<file path="config.mk">
export PLATFORM = sky130hd
export DESIGN_NAME = hex_display_arbiter
export DESIGN_NICKNAME = d
export VERILOG_FILES = /design/src/rtl/hex_display_arbiter.sv
export SDC_FILE = /design/constraint.sdc
export NUM_CORES = 1
export LEC_CHECK = 0
export ABC_AREA = 1
export CAP_MARGIN = 20
export CORE_ASPECT_RATIO = 1.75
export CORE_MARGIN = 1.5
export CORE_UTILIZATION = 50
export DETAILED_ROUTE_END_ITERATION = 10
export PLACE_DENSITY = 0.75
export SYNTH_ARGS = -nofsm -noshare
export SYNTH_HDL_FRONTEND = slang
export SYNTH_SLANG_ARGS = --single-unit
</file>
<file path="constraint.sdc">
create_clock -name clk -period 2.8 [get_ports clk]
set_clock_uncertainty 0.2 [all_clocks]
set_input_delay 0.84 -clock clk [delete_from_list [all_inputs] [get_ports clk]]
set_output_delay 0.84 -clock clk [all_outputs]
set_load 0.03 [all_outputs]
</file>
<file path="src/rtl/hex_display_arbiter.sv">
// Arbitrates six seven-segment displays between an HPS PIO word, a timed fabric
// request and a debounced pushbutton banner override; every output is registered.
module hex_display_arbiter #(
  parameter int DEBOUNCE_CYCLES = 1000000,
  parameter int HOLD_CYCLES     = 50000000
) (
  input  logic        clk,
  input  logic        reset_n,
  input  logic [31:0] hps_hex3_hex0,
  input  logic [15:0] hps_hex5_hex4,
  input  logic        hps_req,
  input  logic        fab_req,
  input  logic [23:0] fab_digits,
  input  logic        key_n,
  output logic        fab_ack,
  output logic [1:0]  owner,
  output logic [6:0]  HEX0,
  output logic [6:0]  HEX1,
  output logic [6:0]  HEX2,
  output logic [6:0]  HEX3,
  output logic [6:0]  HEX4,
  output logic [6:0]  HEX5
);

  localparam int TMR_W = $clog2(HOLD_CYCLES + 1);
  localparam int DB_W  = (DEBOUNCE_CYCLES > 1) ? $clog2(DEBOUNCE_CYCLES) : 1;
  localparam logic [TMR_W-1:0] HOLD_LOAD = TMR_W'(HOLD_CYCLES);
  localparam logic [DB_W-1:0]  DB_LAST   = DB_W'(DEBOUNCE_CYCLES - 1);

  localparam logic [6:0] SEG_BLANK  = 7'h7F;
  localparam logic [6:0] SEG_BANNER = 7'b0111111;

  typedef enum logic [1:0] {
    OWN_IDLE   = 2'd0,
    OWN_HPS    = 2'd1,
    OWN_FAB    = 2'd2,
    OWN_BANNER = 2'd3
  } owner_e;

  logic              key_sync_p0;
  logic              key_sync_p1;
  logic              key_press;
  logic              key_held;
  logic [DB_W-1:0]   db_cnt;
  logic [TMR_W-1:0]  hold_tmr;
  logic [23:0]       digit_buf;
  logic [23:0]       digits_sel;
  logic [47:0]       hps_segs;
  owner_e            own_nxt;
  owner_e            own_p1;
  logic [6:0]        hex_nxt [6];
  logic [6:0]        hex_p1  [6];
  logic              vld_p1;
  logic              unused_bits;

  // Active-low hex decode, bit order gfedcba.
  function automatic logic [6:0] hex_decode(input logic [3:0] nib);
    logic [6:0] seg;
    case (nib)
      4'h0:    seg = 7'b1000000;
      4'h1:    seg = 7'b1111001;
      4'h2:    seg = 7'b0100100;
      4'h3:    seg = 7'b0110000;
      4'h4:    seg = 7'b0011001;
      4'h5:    seg = 7'b0010010;
      4'h6:    seg = 7'b0000010;
      4'h7:    seg = 7'b1111000;
      4'h8:    seg = 7'b0000000;
      4'h9:    seg = 7'b0010000;
      4'hA:    seg = 7'b0001000;
      4'hB:    seg = 7'b0000011;
      4'hC:    seg = 7'b1000110;
      4'hD:    seg = 7'b0100001;
      4'hE:    seg = 7'b0000110;
      default: seg = 7'b0001110;
    endcase
    return seg;
  endfunction

  assign hps_segs    = {hps_hex5_hex4, hps_hex3_hex0};
  assign unused_bits = ^{hps_hex3_hex0[31], hps_hex3_hex0[23], hps_hex3_hex0[15],
                         hps_hex3_hex0[7], hps_hex5_hex4[15], hps_hex5_hex4[7]};

  // Key synchronizer: idles at 1 (button released).
  always_ff @(posedge clk or negedge reset_n) begin
    if (!reset_n) begin
      key_sync_p0 <= 1'b1;
      key_sync_p1 <= 1'b1;
    end else begin
      key_sync_p0 <= key_n;
      key_sync_p1 <= key_sync_p0;
    end
  end

  assign key_press = ~key_sync_p1;

  always_ff @(posedge clk or negedge reset_n) begin
    if (!reset_n) begin
      db_cnt   <= '0;
      key_held <= 1'b0;
    end else if (key_press != key_held) begin
      if (db_cnt == DB_LAST) begin
        key_held <= key_press;
        db_cnt   <= '0;
      end else begin
        db_cnt <= db_cnt + DB_W'(1);
      end
    end else begin
      db_cnt <= '0;
    end
  end

  // Requests always land, whoever owns the displays; the timer runs under the banner too.
  always_ff @(posedge clk or negedge reset_n) begin
    if (!reset_n) begin
      hold_tmr  <= '0;
      digit_buf <= '0;
    end else if (fab_req) begin
      hold_tmr  <= HOLD_LOAD;
      digit_buf <= fab_digits;
    end else if (hold_tmr != '0) begin
      hold_tmr <= hold_tmr - TMR_W'(1);
    end
  end

  always_comb begin
    own_nxt = OWN_IDLE;
    if (key_held)
      own_nxt = OWN_BANNER;
    else if ((hold_tmr != '0) || fab_req)
      own_nxt = OWN_FAB;
    else if (hps_req)
      own_nxt = OWN_HPS;
  end

  // A request in this very cycle is shown immediately, before the buffer catches it.
  assign digits_sel = fab_req ? fab_digits : digit_buf;

  always_comb begin
    for (int k = 0; k < 6; k++) begin
      hex_nxt[k] = SEG_BLANK;
      case (own_nxt)
        OWN_HPS:    hex_nxt[k] = ~hps_segs[8*k +: 7];
        OWN_FAB:    hex_nxt[k] = hex_decode(digits_sel[4*k +: 4]);
        OWN_BANNER: hex_nxt[k] = SEG_BANNER;
        default:    hex_nxt[k] = SEG_BLANK;
      endcase
    end
  end

  // Output register stage p1.
  always_ff @(posedge clk or negedge reset_n) begin
    if (!reset_n) begin
      own_p1 <= OWN_IDLE;
      vld_p1 <= 1'b0;
      for (int k = 0; k < 6; k++) hex_p1[k] <= SEG_BLANK;
    end else begin
      own_p1 <= own_nxt;
      vld_p1 <= fab_req;
      for (int k = 0; k < 6; k++) hex_p1[k] <= hex_nxt[k];
    end
  end

  assign owner   = own_p1;
  assign fab_ack = vld_p1;
  assign HEX0    = hex_p1[0];
  assign HEX1    = hex_p1[1];
  assign HEX2    = hex_p1[2];
  assign HEX3    = hex_p1[3];
  assign HEX4    = hex_p1[4];
  assign HEX5    = hex_p1[5];

endmodule

</file>
==> results.json <==
{
  "powerDensity_mw_per_mm2": 571,
  "max_freq_mhz": 375,
  "nets": 1287,
  "cts.repair.resized": 0,
  "fin_ws_ns": 0.136,
  "drt-initial-drc-count": 405,
  "pre_cts_ws_ns": 0.0378,
  "viasPerCell": 5.21,
  "design.die.area_mm2": 0.0160,
  "placed_cells": 1329,
  "swShare_pct": 30.0,
  "synth_area_per_cell_um2": 7.36,
  "yosysUniqueCellTypes": 33,
  "netlist.top_cell.by_area": "dfrtp_1",
  "grt_first_pass_wirelength_um": 33200,
  "rsz0062_at_grt": "false",
  "clock-sinks": 118,
  "p_seq_share_pct": 36.3,
  "grt_max_degree": 48,
  "final_layout_size_suffix_gt1_share_pct": 13.3,
  "synth_nets": 1155,
  "grt_antenna_before_repair": 1,
  "grtUsageTotal_pct": 27.0,
  "vias": 7101,
  "worstMarginPinSlew_ns": 0.469,
  "switching_power_mw": 1.65,
  "ys_seq_elements": 118,
  "async_flop_share_pct": 100,
  "path_clk_slew_ns": 0.05,
  "vdd_drop_max_mv": 0.383,
  "grt_pass1_vias": 7005,
  "crit_chain": "clkdlybuf4s50_1",
  "synth_top_flop_cell": "dfrtp_1",
  "wl_met2_um": 11000,
  "synth_warnings": 0,
  "period_minus_slack_ns": 2.66,
  "top_layer": "met4",
  "coreArea_mm2": 0.0148,
  "status": "finished, final reports clean",
  "holdWs_ns": 0.154,
  "dieHeight_um": 166,
  "cts_root_buf": "clkbuf_16",
  "synthCells": 1033,
  "intPower_mw": 3.86,
  "cp_slowest_cell": "clkdlybuf4s50_1",
  "critical_path.max_stage_delay_ns": 0.71,
  "hold_class": "reg -> reg",
  "setup_violations": 0,
  "die_w_um": 96.2,
  "start_kind": "flop",
  "yosysTopAreaCellShare_pct": 24.4,
  "drv_cap": 0,
  "drt-total-wl_um": 20200,
  "post_drt_wl_per_cell_um": 14.8,
  "worstSetupEndpointType": "output pin",
  "initial_utilization_pct": 51.2,
  "final_cells": 1362,
  "gp_congestion": 0.937,
  "combPwrFrac_pct": 23.5,
  "critical_path.top_delay_family": "buffers and inverters",
  "h-tree-depth": 4,
  "power_mw": 5.52,
  "clockPowerShare_pct": 40.2,
  "fin_crit_sh_pct": 95.1,
  "rows": 59,
  "cts_max_path_buffers": 2,
  "critPathBufInv": 1,
  "synth.cells.most_frequent": "nand2_1, inv_1, nand3_1",
  "synth_most_common_cell": "nand2_1",
  "yosysSeqAreaShare_pct": 39.6,
  "dr.pass1.iters": 7,
  "postCtsHoldBufs": 0,
  "crit_fanout": 1,
  "ant_nets": 0,
  "worst_ep_required_time_ns": 1.76,
  "wl_met3_um": 729,
  "ys_top_cells_by_area": "dfrtp_1, dfstp_2, nand2_1, nand3_1, ha_1",
  "area_growth_pct": 27.1,
  "slew_viol_final": 0,
  "num_io_pins": 122,
  "worstPathArrival_ns": 1.62,
  "synth_edf_count": 0,
  "worstSkewPairLatency_ns": 0.42,
  "power.leakage_nw": 4.83,
  "post_cts_buffers": 0,
  "cts_buffers": 17,
  "wl_met1_um": 7510,
  "critPathKind": "reg -> out",
  "hpwl_um": 15200,
  "io_buffers": 115,
  "slew_headroom_pct": 68.7,
  "drcViolationCount": 0,
  "overflow": 0,
  "hold_violations": 0,
  "cts_tree": "yes",
  "tns_ns": 0,
  "netlist_area_mm2": 0.00760
}
==> registers in the layout (all words and copies together) (netlist names) <==
name / cells
fab_ack: 1
digit_buf: 24
HEX3: 7
db_cnt: 20
HEX2: 7
HEX0: 7
HEX5: 7
HEX1: 7
owner: 2
key_sync_p0: 1
HEX4: 7
key_sync_p1: 1
key_held: 1
hold_tmr: 26
==> cells by family (layout without fill, tap and decap cells) <==
kind of cell | after synthesis | count (layout) | synth area share (%)
xor+xnor | 15 | 15 | 1.73
other cells | 0 | 1 | 0
flops | 118 | 118 | 39.6
fa+ha+maj | 45 | 45 | 7.41
buf+inv | 190 | 335 | 10.1
simple gates | 610 | 610 | 36.7
compound gates | 55 | 55 | 4.48
==> worst paths after layout <==
check | startpoint | to | slack (ns) | cells after the start
worst max-delay path | HEX5[1] | HEX5[1] | 0.14 | 1
worst min-delay path | key_sync_p0 | key_sync_p1 | 0.15 | 0
worst max register to register | hold_tmr[0] | HEX3[5] | 0.57 | 8
worst min register to register | key_sync_p0 | key_sync_p1 | 0.15 | 0
max in group asynchronous | reset_n | HEX4[1] | 1.60 | 2
min in group asynchronous | reset_n | digit_buf[8] | 0.16 | 1
==> metrics by stage <==
step           instance area (um^2)  utilization (%)
2_1_floorplan                  7600                -
3_3_place_gp                   9060             61.1
3_5_place_dp                   9060             61.1
4_1_cts                        9660             65.1
5_1_grt                        9660             65.1
6_report                       9660             65.1
==> routing by layer <==
metal	up-vias	global-route usage (%)
met1	3306	29.7
met4	0	14.2
met3	54	4.26
li1	3550	-
met2	191	48.1
met5	-	0
==> final cells by class <==
cell class                 count  area (um^2)
sequential                   118         3010
fill                        1271         5170
clock inverter                12          154
multi-input combinational    725         3820
antenna                        1         2.50
clock buffer                  20          447
inverter                     157          589
tap                          183          229
timing repair buffer         146         1410
==> power groups by stage <==
stage / combinational (mW) / sequential (mW) / clock, mW
finish: 1.30 / 2.00 / 2.22
global route: 1.44 / 2.01 / 2.34
CTS: 1.30 / 2.00 / 2.25
detailed placement: 1.29 / 2.03 / 0
global placement: 1.28 / 2.03 / 0
floorplan: 0.593 / 2.20 / 0
==> cell usage in the layout, fill, tap and decap left out, types with 5 or more instances in the layout <==
cell type          n
nor3_1             8
o21ai_0           22
nor2_2             5
buf_4             29
or2_2              9
nor2_4             5
a21oi_1            8
clkdlybuf4s50_1  112
dfstp_2           44
nand4_1           49
inv_2              9
xor2_1            12
dfrtp_1           74
ha_1              45
nand3_1          129
inv_1            148
o21ai_1            6
clkbuf_16         17
nor2_1            86
o21ai_2           15
nand2_1          286
nand3b_1          23
(Power assumes the default switching activity.)
